`src/rtl/frame_ctrl_engine.sv`:
```
// frame_ctrl_engine
//   Tracks the lifecycle of one Ethernet frame at a time from accepted AXI-Stream beats.
//   Every accepted beat is tagged as header, payload or discard, and its index within the
//   frame is reported. One cycle after the tlast beat, a frame_end pulse carries the frame
//   length and the runt/oversize flags. These results hold until the next frame_end.
//
//   Optional build macro: FRAME_STATS_EN adds 32-bit saturating good/runt/oversize frame
//   counters with a synchronous clear. Without it, the stat outputs are tied to 0.
//
// Ports
//   clk, rst_n        clock, asynchronous active-low reset
//   beat_accept       tvalid && tready for the current beat
//   tlast, tkeep      end-of-frame marker and byte enables (tkeep counted on tlast only)
//   frame_start       current accepted beat opens a frame                    (combinational)
//   in_header         current accepted beat carries header bytes             (combinational)
//   in_payload        current accepted beat carries payload bytes            (combinational)
//   discard           current accepted beat belongs to an oversize frame     (combinational)
//   beat_idx          index of the current accepted beat within the frame    (combinational)
//   frame_end         one-cycle pulse after the tlast beat                   (registered)
//   frame_len         total frame bytes, valid with frame_end                (registered)
//   err_runt          frame shorter than MIN_FRAME_BYTES                     (registered)
//   err_oversize      frame longer than MAX_FRAME_BYTES                      (registered)
//   stat_clr          synchronous clear of the statistics counters
//   stat_good/stat_runt/stat_oversize  frame counters

module frame_ctrl_engine #(
    parameter int unsigned DATA_BYTES      = 8,
    parameter int unsigned HDR_BYTES       = 14,
    parameter int unsigned MIN_FRAME_BYTES = 60,
    parameter int unsigned MAX_FRAME_BYTES = 1518,
    parameter int unsigned CNT_W           = 16
) (
    input  logic                  clk,
    input  logic                  rst_n,
    input  logic                  beat_accept,
    input  logic                  tlast,
    input  logic [DATA_BYTES-1:0] tkeep,
    output logic                  frame_start,
    output logic                  in_header,
    output logic                  in_payload,
    output logic                  discard,
    output logic [CNT_W-1:0]      beat_idx,
    output logic                  frame_end,
    output logic [CNT_W-1:0]      frame_len,
    output logic                  err_runt,
    output logic                  err_oversize,
    input  logic                  stat_clr,
    output logic [31:0]           stat_good,
    output logic [31:0]           stat_runt,
    output logic [31:0]           stat_oversize
);

    localparam int unsigned HDR_BEATS = (HDR_BYTES + DATA_BYTES - 1) / DATA_BYTES;
    // One spare bit so the running sum can detect counter overflow before saturating.
    localparam int unsigned SUM_W     = CNT_W + 1;
    // Wide enough for (beat_idx + 1) * DATA_BYTES with DATA_BYTES up to 64.
    localparam int unsigned IDX_W     = CNT_W + 8;
    localparam logic [CNT_W-1:0] CNT_MAX = '1;

    typedef enum logic [1:0] {StIdle, StHeader, StPayload, StDiscard} state_e;

    state_e           state_q, state_d;
    logic [CNT_W-1:0] beat_cnt_q, beat_cnt_d;
    logic [CNT_W-1:0] byte_cnt_q, byte_cnt_d;
    logic             ovf_q, ovf_d;
    logic             frame_end_q, frame_end_d;
    logic [CNT_W-1:0] frame_len_q, frame_len_d;
    logic             err_runt_q, err_runt_d;
    logic             err_oversize_q, err_oversize_d;

    logic             beat_vld;
    logic [SUM_W-1:0] keep_cnt;
    logic [SUM_W-1:0] beat_add;
    logic [SUM_W-1:0] sum_raw;
    logic [CNT_W-1:0] total;
    logic             over_now;
    logic             over_any;
    logic [IDX_W-1:0] beat_end_byte;

    // Reset also masks the combinational beat tags so every output reads 0 while in reset.
    assign beat_vld = beat_accept & rst_n;

    always_comb begin
        keep_cnt = '0;
        for (int i = 0; i < DATA_BYTES; i++) begin
            keep_cnt = keep_cnt + SUM_W'(tkeep[i]);
        end
    end

    always_comb begin
        beat_add      = tlast ? keep_cnt : SUM_W'(DATA_BYTES);
        sum_raw       = {1'b0, byte_cnt_q} + beat_add;
        total         = sum_raw[SUM_W-1] ? CNT_MAX : sum_raw[CNT_W-1:0];
        over_now      = sum_raw > SUM_W'(MAX_FRAME_BYTES);
        over_any      = ovf_q | over_now;
        beat_end_byte = (IDX_W'(beat_cnt_q) + IDX_W'(1)) * IDX_W'(DATA_BYTES);

        frame_start = beat_vld && (state_q == StIdle);
        beat_idx    = beat_vld ? beat_cnt_q : '0;
        discard     = beat_vld && ((state_q == StDiscard) || over_now);
        in_header   = beat_vld && !discard && (beat_cnt_q < CNT_W'(HDR_BEATS));
        in_payload  = beat_vld && !discard && (beat_end_byte > IDX_W'(HDR_BYTES));
    end

    always_comb begin
        state_d        = state_q;
        beat_cnt_d     = beat_cnt_q;
        byte_cnt_d     = byte_cnt_q;
        ovf_d          = ovf_q;
        frame_end_d    = 1'b0;
        frame_len_d    = frame_len_q;
        err_runt_d     = err_runt_q;
        err_oversize_d = err_oversize_q;

        if (beat_vld) begin
            if (tlast) begin
                state_d        = StIdle;
                beat_cnt_d     = '0;
                byte_cnt_d     = '0;
                ovf_d          = 1'b0;
                frame_end_d    = 1'b1;
                frame_len_d    = total;
                err_runt_d     = total < CNT_W'(MIN_FRAME_BYTES);
                err_oversize_d = over_any;
            end else begin
                beat_cnt_d = (beat_cnt_q == CNT_MAX) ? CNT_MAX : beat_cnt_q + CNT_W'(1);
                byte_cnt_d = total;
                ovf_d      = over_any;
                if (over_any) begin
                    state_d = StDiscard;
                end else begin
                    unique case (state_q)
                        StIdle:   state_d = (HDR_BEATS == 1) ? StPayload : StHeader;
                        StHeader: begin
                            if (beat_cnt_q == CNT_W'(HDR_BEATS - 1)) state_d = StPayload;
                        end
                        default:  state_d = state_q;
                    endcase
                end
            end
        end
    end

    always_ff @(posedge clk or negedge rst_n) begin
        if (!rst_n) begin
            state_q        <= StIdle;
            beat_cnt_q     <= '0;
            byte_cnt_q     <= '0;
            ovf_q          <= 1'b0;
            frame_end_q    <= 1'b0;
            frame_len_q    <= '0;
            err_runt_q     <= 1'b0;
            err_oversize_q <= 1'b0;
        end else begin
            state_q        <= state_d;
            beat_cnt_q     <= beat_cnt_d;
            byte_cnt_q     <= byte_cnt_d;
            ovf_q          <= ovf_d;
            frame_end_q    <= frame_end_d;
            frame_len_q    <= frame_len_d;
            err_runt_q     <= err_runt_d;
            err_oversize_q <= err_oversize_d;
        end
    end

    assign frame_end    = frame_end_q;
    assign frame_len    = frame_len_q;
    assign err_runt     = err_runt_q;
    assign err_oversize = err_oversize_q;

`ifdef FRAME_STATS_EN
    logic [31:0] stat_good_q, stat_good_d;
    logic [31:0] stat_runt_q, stat_runt_d;
    logic [31:0] stat_oversize_q, stat_oversize_d;

    // Counters update from the registered frame result, so they lag frame_end by one cycle.
    always_comb begin
        stat_good_d     = stat_good_q;
        stat_runt_d     = stat_runt_q;
        stat_oversize_d = stat_oversize_q;
        if (stat_clr) begin
            stat_good_d     = '0;
            stat_runt_d     = '0;
            stat_oversize_d = '0;
        end else if (frame_end_q) begin
            if (err_oversize_q) begin
                if (stat_oversize_q != '1) stat_oversize_d = stat_oversize_q + 32'd1;
            end else if (err_runt_q) begin
                if (stat_runt_q != '1) stat_runt_d = stat_runt_q + 32'd1;
            end else begin
                if (stat_good_q != '1) stat_good_d = stat_good_q + 32'd1;
            end
        end
    end

    always_ff @(posedge clk or negedge rst_n) begin
        if (!rst_n) begin
            stat_good_q     <= '0;
            stat_runt_q     <= '0;
            stat_oversize_q <= '0;
        end else begin
            stat_good_q     <= stat_good_d;
            stat_runt_q     <= stat_runt_d;
            stat_oversize_q <= stat_oversize_d;
        end
    end

    assign stat_good     = stat_good_q;
    assign stat_runt     = stat_runt_q;
    assign stat_oversize = stat_oversize_q;
`else
    logic unused_stat_clr;
    assign unused_stat_clr = stat_clr;
    assign stat_good       = '0;
    assign stat_runt       = '0;
    assign stat_oversize   = '0;
`endif

endmodule

```
`config.mk`:
```
export PLATFORM = sky130hd
export DESIGN_NAME = frame_ctrl_engine
export DESIGN_NICKNAME = d
export VERILOG_FILES = /design/src/rtl/frame_ctrl_engine.sv
export SDC_FILE = /design/constraint.sdc
export NUM_CORES = 1
export LEC_CHECK = 0
export BUFFER_PORTS_ARGS = -buffer_cell sky130_fd_sc_hd__buf_2
export CELL_PAD_IN_SITES_DETAIL_PLACEMENT = 1
export CELL_PAD_IN_SITES_GLOBAL_PLACEMENT = 1
export CORE_MARGIN = 3
export CORE_UTILIZATION = 38
export CTS_BUF_LIST = sky130_fd_sc_hd__clkbuf_8 sky130_fd_sc_hd__clkbuf_16
export DETAILED_ROUTE_END_ITERATION = 10
export GPL_TIMING_DRIVEN = 0
export HOLD_SLACK_MARGIN = 0.03
export PLACE_DENSITY = 0.92
export SLEW_MARGIN = 10
export SYNTH_ARGS = -nofsm -noshare
export SYNTH_HDL_FRONTEND = slang
export SYNTH_SLANG_ARGS = --single-unit
```
`constraint.sdc`:
```
create_clock -name clk -period 5.3 [get_ports clk]
set_clock_uncertainty 0.1 [all_clocks]
set_input_delay 0.265 -clock clk [delete_from_list [all_inputs] [get_ports clk]]
set_output_delay 0.265 -clock clk [all_outputs]
set_load 0.01 [all_outputs]
```
======== Word-level counts from Yosys, hierarchy flattened ========
Index checks and enable logic that the tools add are counted.
storage, ports and cells
  latch bits .............................. 0
  bits in writable memories ............... 0
  register bits ........................... 54
  word-level logic and storage cells ...... 53
  output and inout bits ................... 135
  bits of input ports ..................... 13
  bits in read-only memories .............. 0
  memories kept ........................... 0
operators by class
  order comparisons ....................... 4
  reduce and logical (&&, ||, !) cells .... 11
  equality and inequality tests ........... 5
  divide/modulo/power cells ............... 0
  $mul .................................... 0
  shift operators ......................... 0
  bitwise logic cells ..................... 2
  multiplexer cells ....................... 13
  $add $sub $neg .......................... 10
operators by type and width
  operator                                                                           count
  16-bit two-way mux                                                                 5
  20-bit by 4-bit greater-than comparator with 1-bit output, second input constant   1
  16-bit by 1-bit adder with 17-bit output, second input constant                    1
  16-bit by 8-bit adder with 17-bit output                                           1
  17-bit by 11-bit greater-than comparator with 1-bit output, second input constant  1
  16-bit by 1-bit adder with 16-bit output, second input constant                    1
  16-bit by 1-bit == test with 1-bit output, second input constant                   1
  16-bit == test, second input constant                                              1
  16-bit by 2-bit < comparator with 1-bit output, second input constant              1
  16-bit by 6-bit < comparator with 1-bit output, second input constant              1
  7-bit by 1-bit adder with 8-bit output                                             1
  8-bit two-way mux                                                                  1
  6-bit by 1-bit adder with 7-bit output                                             1
  5-bit by 1-bit adder with 6-bit output                                             1
  2-bit two-way mux                                                                  3
  4-bit by 1-bit adder with 5-bit output                                             1
  1-bit logical AND                                                                  5
  3-bit by 1-bit adder with 4-bit output                                             1
  4-bit != test, second input constant                                               1
  2-bit one-hot mux with 2 select lines                                              1
  4-bit nonzero test                                                                 1
  2-bit by 1-bit adder with 3-bit output                                             1
  1-bit two-way mux                                                                  3
  3-bit AND reduction                                                                1
  9 further kinds                                                                    9

======== Longest topological paths before layout ========
Gate-level depths: netlist of the first run.
  depth after elaboration ................. 15
  mapped depth ............................ 17
  gate-level depth less buffers ........... 16

======== Worst setup path after synthesis of the first run ========
OpenSTA, ideal clock, no wires.
  kind .................................... input port to output port
  start ................................... input tkeep[0]
  end ..................................... output in_payload
  buffers on the path ..................... 0
  arrival time ............................ 4.401 ns
  required time ........................... 4.935 ns
  slack ................................... 0.534 ns
  cell stages on the path ................. 15
  cell sequence ........................... inv_1 > fa_1 > fa_1 > fa_1 > inv_1 > ha_1 > fa_1 > and2_1 > fa_1 > a211oi_4 > nor3_2 > a31o_1 > a21o_1 > nor2_4 > nor4b_2
on the way
  longest elaborated chain between the ends .. 15
ends and longest elaborated chain
  element                                                     RTL line  text
  from (decl)                                                 37        input logic [DATA_BYTES-1:0] tkeep,
  1-bit by 1-bit adder with 2-bit output                      86        keep_cnt = keep_cnt + SUM_W'(tkeep[i]);
  2-bit by 1-bit adder with 3-bit output                      86
  3-bit by 1-bit adder with 4-bit output                      86
  4-bit by 1-bit adder with 5-bit output                      86
  5-bit by 1-bit adder with 6-bit output                      86
  6-bit by 1-bit adder with 7-bit output                      86
  7-bit by 1-bit adder with 8-bit output                      86
  8-bit two-way mux                                           91        beat_add = tlast ? keep_cnt : SUM_W'(DATA_BYTES);
  16-bit by 8-bit adder with 17-bit output                    92        sum_raw = {1'b0, byte_cnt_q} + beat_add;
  17-bit by 11-bit greater-than comparator with 1-bit output  94        over_now = sum_raw > SUM_W'(MAX_FRAME_BYTES);
  1-bit logical OR                                            100       discard = beat_vld && ((state_q == StDiscard) || over_now);
  1-bit logical AND                                           100
  1-bit logical NOT                                           102       in_payload = beat_vld && !discard && (beat_end_byte > IDX_W'(HDR_BYTES));
  1-bit logical AND (2 in a row)                              102
  to (decl)                                                   40        output logic in_payload,
No other way between the ends.

======== Final worst setup path of the first run ========
Ends and elaborated chain as after synthesis.

==> results.cfg, run 1 <==
[power]
p_leak_uw = 0.00298
powerDensity_mw_per_mm2 = 236
ir_worst_vdd_mv = 0.160

[finish]
drive_gt1_share_pct = 29.2
n_antenna_cell = 0
area_delta_synth_final_pct = 23.7
nNetsFinal = 721

[flow_run]
drv_cap = 0

[grt]
grt-ovfl-total = 0
grtUsageTotal_pct = 19.9
grt_max_degree = 62
grt_pass1_vias = 4271
antenna_found_initial = 0
grt_pass1_wl_mm = 21.2

[timing]
rsz0062_at_grt = false
finalCriticalPeriod_ps = 5150
setup_ws_ps = 151
slew_viol_final = 0
worst_slew_pin_slew_ps = 746
final-setup-viol-count = 0
max_freq_ghz = 0.194
finalHoldWorstSlack_ps = 366
fin_crit_sh_pct = 97.1
slew_headroom_pct = 50.3
hold_violations = 0
tns_ps = 0

[synthesis]
synth_top_area_share_pct = 30.0
synth_top_area_cell = dfrtp_1
ys_types = 69
synth_ff_type = dfrtp_1
ys_ff_latch = 54
async_flop_share_pct = 100
synth_most_common_cell = buf_4
ys_seq_area_share_pct = 30.0
syn_inst = 540
yosys_warnings = 0
ys_top_cells_by_area = dfrtp_1 (30%), buf_4 (16%), a21oi_1 (4.7%)
syn_area_mm2 = 0.00451
synth_edf_count = 0
synth.cells.most_frequent = buf_4 (97), dfrtp_1 (54), nor2_1 (45)
syn_area_per_cell_um2 = 8.35

[clock_tree]
htree_levels = 2
cts_tree = done
cts_buffers = 5
clk_pin_slew_worst_paths_ps = 70
cts_sinks = 54
clkLatencyLatePin_ps = 300
clock_path_buffers = 2
root_buffer = clkbuf_16

[worst_setup_path]
critical_path.top_delay_family = adder cells
timing.critical_path.mode_cell = fa_1
cp_cell_sequence = buf_2, inv_1, fa_1, fa_1, fa_1, inv_1, ha_1, fa_1, and2_1, fa_2, a211oi_4, buf_12, nor2_2, xor2_2, o221ai_2, a21oi_1, nor4b_2, buf_2
critPathSlowestCell = fa_1
max_stage_delay_ps = 560
critPathLaunchType = input pin
required_ps = 4930
cp_data_arrival_time_ps = 4780
critical_path_class = input pin to output pin
endpoint_kind = output pin
cp_max_fo = 8
cp_num_buf_inv = 5

[floorplan]
coreArea_mm2 = 0.0115
initial_core_util_pct = 39.1
die_w_um = 115
std_cell_rows = 39
ios = 148
die_area_mm2 = 0.0132
die_h_um = 115

[placement]
dp_hpwl_mm = 9.83
globalplace.congestion = 0.889
io_buffers = 50
pre_cts_ws_ps = -150

[detailed_routing]
drcViolationCount = 0
vias = 4183
firstDrtPassIters = 5
routedWlPerCell_um = 16.2
drt_iter0_drc = 173
drt_wl_total_mm = 13.5
final_antenna_net_count = 0
drt-vias-per-instance = 4.99

[worst_hold_path]
hold_path.class = input pin to register

[status]
outcome = finished clean
==> final timing paths <==
kind                            slack, ps           from  cells after the start             to
worst max-delay path                  150       tkeep[0]                     18     in_payload
worst min-delay path                  370          tlast                      4     state_q[1]
worst max register to register       2630  beat_cnt_q[0]                      8  beat_cnt_q[4]
worst min register to register        370   frame_len[5]                      2   frame_len[5]
max in group asynchronous            4120          rst_n                      2  beat_cnt_q[3]
min in group asynchronous             480          rst_n                      2  frame_len[11]
==> tightest hold or removal path, delay by kind of cell <==
| family | cells | cell delay [ps] |
|---|---|---|
| buf+inv | 1 | 120 |
| simple gates | 1 | 40 |
| compound gates | 2 | 280 |
==> timing repair <==
action	CTS	global route
hold buffers	1	0
gates cloned	0	0
pin swaps	1	2
endpoints found under the hold margin	54	0
endpoints found under the setup margin	3	3
buffers inserted	1	0
resized for setup	5	8
==> report_power, final <==
part           switching (uW)  internal (uW)  leakage [uW]
clock network             164            190     0.0000770
registers                42.5            459      0.000723
logic                     269            193       0.00218
total                     475            842       0.00298
==> per-stage QoR <==
stage / util (%) / instances / instance area, um2 / power, uW
after global routing: 48.4 / 838 / 5580 / 1400
final: 48.4 / 838 / 5580 / 1320
after detailed placement: 46.0 / 828 / 5300 / 933
after global placement: 46.0 / 828 / 5290 / 907
after CTS: 47.9 / 838 / 5510 / 1300
after floorplan: - / 635 / 4860 / 808
==> per-layer routing <==
metal  global-route usage [%]  part of all wire [%]  vias up
li1                         -                     -     2004
met1                     24.4                    41     2045
met2                     36.1                    53      118
met3                     2.63                   4.4       16
met4                     5.63                   1.4        0
met5                        0                     0        -
==> sequential cells by signal (all words and copies together), names as in the netlist <==
register / count
beat_cnt_q: 16
frame_end: 1
state_q: 2
err_runt: 1
ovf_q: 1
frame_len: 16
err_oversize: 1
byte_cnt_q: 16
==> cells by family (layout without fill, tap and decap cells) <==
| family | after synthesis | count (layout) | share of synthesized area [%] |
|---|---|---|---|
| flops | 54 | 54 | 30.0 |
| other cells | 1 | 96 | 0.0832 |
| simple gates | 171 | 171 | 21.3 |
| buf+inv | 151 | 211 | 21.1 |
| fa+ha+maj | 14 | 14 | 4.72 |
| xor+xnor | 16 | 16 | 3.11 |
| compound gates | 131 | 131 | 19.2 |
| mux | 2 | 2 | 0.472 |
==> final cells by class <==
| cell class | count | area [um2] |
|---|---|---|
| fill | 1446 | 5940 |
| multi-input combinational | 430 | 2660 |
| sequential | 54 | 1350 |
| buffer | 130 | 871 |
| timing repair buffer | 52 | 283 |
| tap | 143 | 179 |
| clock buffer | 6 | 139 |
| inverter | 21 | 78.8 |
| clock inverter | 2 | 17.5 |
==> layout by cell type (no fill, tap or decap), types with 2 or more instances in the layout <==
master and count:
o22a_1 11, o211ai_1 3, nor2_2 2, clkinv_4 2, a31oi_1 16, and4_1 4
nand4_1 6, nor3_1 16, nand2_1 37, ha_1 8, a21oi_1 42, buf_1 2
fa_1 4, nor4b_2 2, xor2_1 5, nor3_4 2, buf_2 57, dfrtp_1 54
xor2_2 2, inv_1 21, nor2_1 45, a211oi_1 2, a41oi_1 3, o21ai_0 24
xnor2_1 7, nor4_1 5, a21o_1 4, buf_4 98, a31o_2 4, clkbuf_1 21
nor4_2 2, o21a_1 6, nand4_4 2, and2_1 4, conb_1 96, nand3_1 11
clkbuf_16 5, and3_1 19
No activity file was read; power rests on OpenSTA's default activity.
==> run 2: changes to the inputs <==
--- a/config.mk
+++ b/config.mk
@@ -5,7 +5,7 @@
 export SDC_FILE = /design/constraint.sdc
 export NUM_CORES = 1
 export LEC_CHECK = 0
-export BUFFER_PORTS_ARGS = -buffer_cell sky130_fd_sc_hd__buf_2
+export BUFFER_PORTS_ARGS = -buffer_cell sky130_fd_sc_hd__buf_4
 export CELL_PAD_IN_SITES_DETAIL_PLACEMENT = 1
 export CELL_PAD_IN_SITES_GLOBAL_PLACEMENT = 1
 export CORE_MARGIN = 3
@@ -15,7 +15,8 @@
 export GPL_TIMING_DRIVEN = 0
 export HOLD_SLACK_MARGIN = 0.03
 export PLACE_DENSITY = 0.92
-export SLEW_MARGIN = 10
+export SETUP_SLACK_MARGIN = 0.1
+export SLEW_MARGIN = 20
 export SYNTH_ARGS = -nofsm -noshare
 export SYNTH_HDL_FRONTEND = slang
 export SYNTH_SLANG_ARGS = --single-unit
==> run 2 against run 1 <==
Sequential share of layout area decreased by 0.77 points. Clock power increased by 6.8%. Total power increased by 4.6%. Critical path depth unchanged. Fmax increased by 1.6%. Routed wire length increased by 2.5%. Worst hold slack got worse by 14 ps. Critical path type unchanged. Largest power group unchanged.
==> results.cfg, run 2 (synthesis gave the netlist of run 1 again) <==
[status]
outcome = finished clean

[timing]
final-setup-viol-count = 0
hold_violations = 0
slew_viol_final = 0
tns_ps = 0
fin_crit_sh_pct = 95.6
worst_slew_pin_slew_ps = 735
slew_headroom_pct = 51.0
finalCriticalPeriod_ps = 5070
max_freq_ghz = 0.197
rsz0062_at_grt = false
finalHoldWorstSlack_ps = 352

[clock_tree]
cts_sinks = 54
root_buffer = clkbuf_16
clock_path_buffers = 2
htree_levels = 2
clkLatencyLatePin_ps = 300
cts_buffers = 5
clk_pin_slew_worst_paths_ps = 70
cts_tree = done

[floorplan]
die_w_um = 115
initial_core_util_pct = 39.1
coreArea_mm2 = 0.0115
die_h_um = 115
ios = 148
die_area_mm2 = 0.0132
std_cell_rows = 39

[placement]
dp_hpwl_mm = 10.2
io_buffers = 50
globalplace.congestion = 0.906
place_inst = 828
dpl-instance-area_mm2 = 0.00542

[detailed_routing]
drt_wl_total_mm = 13.9
drt_iter0_drc = 108
final_antenna_net_count = 0
drt-vias-per-instance = 5.05
routedWlPerCell_um = 16.5
firstDrtPassIters = 4
vias = 4244
drcViolationCount = 0

[grt]
met1_usage_pct = 23.8
grt_util_met2_pct = 36.7
grt-ovfl-total = 0
grt_max_degree = 62
grtUsageTotal_pct = 19.9
gr-max-usage-layer = met2
grt_pass1_vias = 4420
antenna_found_initial = 0
gr-usage-met3_pct = 3.00
grt_pass1_wl_mm = 21.6

[finish]
final_cell_mix = buf_4 (150), conb_1 (96), dfrtp_1 (54)
n_antenna_cell = 0
drive_gt1_share_pct = 29.7
design_area_mm2 = 0.00576
nNetsFinal = 724
area_delta_synth_final_pct = 27.8
layout.cells.non_filler = 840
final_common_cell = buf_4

[worst_setup_path]
endpoint_kind = output pin
cp_data_arrival_time_ps = 4700
critPathSlowestCell = or4_4
cp_num_buf_inv = 5
max_stage_delay_ps = 560
critical_path.top_delay_family = adder cells
cp_cell_sequence = buf_4, inv_1, fa_1, fa_1, fa_1, inv_1, ha_1, fa_1, xor2_1, and2_1, ha_4, a211oi_4, buf_12, or4_4, xor2_4, a21o_4, a31oi_2, buf_4
critical_path_class = input pin to output pin
required_ps = 4930
critPathLaunchType = input pin
timing.critical_path.mode_cell = fa_1
cp_max_fo = 8

[power]
ir_worst_vdd_mv = 0.137
p_leak_uw = 0.00302
powerDensity_mw_per_mm2 = 239

[flow_run]
drv_cap = 0

[worst_hold_path]
hold_path.class = input pin to register
run 2: routing by layer:
metal  share of wire (%)  up-vias
met3                 5.4       26
met4                 2.1        0
met2                  53      145
li1                    -     2014
met1                  39     2059
met5                   0        -
run 2: area by class of cell:
type	instances	area, um2
Buffer	130	871
Clock buffer	5	125
Clock inverter	2	38.8
Fill cell	1444	5760
Inverter	21	78.8
Multi-Input combinational cell	430	2690
Sequential cell	54	1350
Tap cell	143	179
Timing Repair Buffer	55	428
run 2: worst reg2reg max path, cell delays in order (launching register included):
cell	delay, ps
dfrtp_1	520
ha_1	380
nand4_1	180
nor2_2	420
nand3_2	340
buf_2	310
a21oi_1	190
nor2_1	60
nor2_1	120
run 2: metrics by stage:
stage               util, %  setup WS (ps)  total power, uW
floorplan                 -            534              808
global placement       47.1          -7.91              929
detailed placement     47.1          -52.6              957
CTS                    48.9           60.7             1340
global route           50.0           83.8             1450
finish                 50.0            232             1380
run 2: path summary, 6_finish.rpt:
path                          startpoint  slack, ps  cells after the start            end
setup / recovery                tkeep[0]        230                     18        discard
hold / removal                     tlast        350                      4     state_q[1]
setup reg to reg           beat_cnt_q[1]       2600                      8  beat_cnt_q[4]
hold reg to reg             frame_len[8]        390                      2   frame_len[8]
max in group asynchronous          rst_n       4140                      2  beat_cnt_q[0]
min in group asynchronous          rst_n        470                      2      frame_end
run 2: power breakdown:
part | switching [uW] | internal (uW) | leakage, uW
registers | 44.8 | 459 | 0.000723
clock network | 158 | 222 | 0.0000799
logic | 279 | 216 | 0.00222
run 2: timing repair:
item | 4_1_cts | 5_1_grt
hold buffers | 1 | 0
hold endpoints to repair | 54 | 0
pin swaps | 1 | 7
endpoints found under the setup margin | 3 | 3
setup buffers | 1 | 3
resized for setup | 3 | 14
==> run 3: changes to the inputs <==
--- a/config.mk
+++ b/config.mk
@@ -6,7 +6,7 @@
 export NUM_CORES = 1
 export LEC_CHECK = 0
 export BUFFER_PORTS_ARGS = -buffer_cell sky130_fd_sc_hd__buf_4
-export CELL_PAD_IN_SITES_DETAIL_PLACEMENT = 1
+export CELL_PAD_IN_SITES_DETAIL_PLACEMENT = 0
 export CELL_PAD_IN_SITES_GLOBAL_PLACEMENT = 1
 export CORE_MARGIN = 3
 export CORE_UTILIZATION = 38
==> run 3 against run 2 <==
Total power shrank 6.5%. Cell count is the same. First-iteration DRC count grew 110%. Combinational power shrank 5.9%. Fmax shrank 0.96%. Via count shrank 3.9%. Sequential power shrank 0.8%. Flip-flop and latch count is the same. Global-route usage shrank 3.4 points. Sequential share of layout area grew 0.39 points. Critical path type unchanged.
==> results.cfg, run 3 (synthesis gave the netlist of run 1 again) <==
[detailed_routing]
firstDrtPassIters = 4
drt_wl_total_mm = 11.3
drcViolationCount = 0
drt_iter0_drc = 224
vias = 4078
routedWlPerCell_um = 13.5
drt-vias-per-instance = 4.85
final_antenna_net_count = 0

[worst_hold_path]
whs_endpoint = state_q[1]
hold_path.class = input pin to register
hold_path.startpoint = tlast
hold_depth = 4

[floorplan]
ios = 148
die_area_mm2 = 0.0132
die_w_um = 115
die_h_um = 115
initial_core_util_pct = 39.1
coreArea_mm2 = 0.0115
std_cell_rows = 39

[worst_setup_path]
critPathLaunchType = input pin
cp_max_fo = 6
cp-startpoint = tkeep[0]
required_ps = 4930
cp_data_arrival_time_ps = 4750
critical_path_class = input pin to output pin
regToRegSetupSlack_ps = 2670
r2r-end = err_oversize
r2r_start = byte_cnt_q[0]
rr_worst_depth = 9
endpoint_kind = output pin

[grt]
grtUsageTotal_pct = 16.5
grt-ovfl-total = 0
grt_pass1_wl_mm = 18.0
grt_pass1_vias = 3681
grt_max_degree = 62
antenna_found_initial = 0

[timing]
slew_headroom_pct = 50.9
finalHoldWorstSlack_ps = 332
hold_violations = 0
worst_slew_pin_slew_ps = 737
slew_viol_final = 0
final-setup-viol-count = 0
setup_ws_ps = 183
finalCriticalPeriod_ps = 5120
rsz0062_at_grt = false
fin_crit_sh_pct = 96.6
max_freq_ghz = 0.195

[clock_tree]
clkLatencyLatePin_ps = 290
cts_tree = done
root_buffer = clkbuf_16
cts_buffers = 5
clock_path_buffers = 2
htree_levels = 2
cts_sinks = 54
clk_pin_slew_worst_paths_ps = 70

[placement]
dpl-instance-area_mm2 = 0.00542
dp_hpwl_mm = 8.39
place_inst = 828
pre_cts_ws_ps = 14.0
globalplace.congestion = 0.906
io_buffers = 50

[finish]
design_area_mm2 = 0.00567
layout.cells.non_filler = 840
final_cell_mix = buf_4 (149), conb_1 (96), dfrtp_1 (54)
nFillCells = 1117
drive_gt1_share_pct = 29.0
n_antenna_cell = 0
nNetsFinal = 723
final_common_cell = buf_4
final_core_util_pct = 49.2
area_delta_synth_final_pct = 25.7

[flow_run]
drv_cap = 0

[status]
outcome = finished clean

[power]
ir_worst_vdd_mv = 0.124
p_leak_uw = 0.00300
powerDensity_mw_per_mm2 = 227
[run 3: layer usage]
metal | vias up | global-route usage [%] | part of all wire (%)
met3 | 26 | 2.26 | 7.1
met2 | 179 | 26.8 | 49
met1 | 1865 | 22.4 | 41
met5 | - | 0 | 0
li1 | 2008 | - | -
met4 | 0 | 6.18 | 2.8
[run 3: timing repair]
action | in CTS | in global routing
hold endpoints to repair | 54 | 0
hold buffers | 1 | 0
buffers inserted | 3 | 0
endpoints found under the setup margin | 3 | 3
resized for setup | 2 | 9
pin swaps | 1 | 1
[run 3: worst max path at each step]
stage	end	slack, ps	depth (start not counted)
global route	in_payload	2	18
floorplan	in_payload	530	15
finish	in_payload	180	18
CTS	in_payload	120	18
global placement	in_payload	-8	17
detailed placement	in_payload	10	17
[run 3: layout make-up]
class                           count  area (um2)  area share [%]
Inverter                           21        78.8            1.39
Multi-Input combinational cell    430        2630            46.5
Clock inverter                      3        17.5           0.309
Buffer                            130         871            15.4
Clock buffer                        5         125            2.21
Tap cell                          143         179            3.16
Sequential cell                    54        1350            23.8
Timing Repair Buffer               54         412            7.26
[run 3: critical path: stages]
cell       delay, ps
buf_4             80
inv_1             40
fa_1             540
fa_1             420
fa_1             490
inv_1             40
ha_1             200
fa_1             380
xor2_1           140
and2_1           180
ha_4             310
nand3_1          100
a2bb2oi_2        210
nor4_1           580
o21bai_4         200
nor2_4           170
nor4b_2          230
buf_4            170
[run 3: report_power, final]
| part | switching [uW] | internal, uW | total [uW] |
|---|---|---|---|
| logic | 256 | 211 | 466 |
| registers | 41.6 | 459 | 500 |
| clock network | 148 | 174 | 322 |
| total | 446 | 843 | 1290 |
[run 3: per-stage QoR]
stage / setup TNS, ps / total power [uW]
2_1_floorplan: 0 / 808
3_3_place_gp: -7.91 / 929
3_5_place_dp: 0 / 940
4_1_cts: 0 / 1280
5_1_grt: 0 / 1370
6_report: 0 / 1290
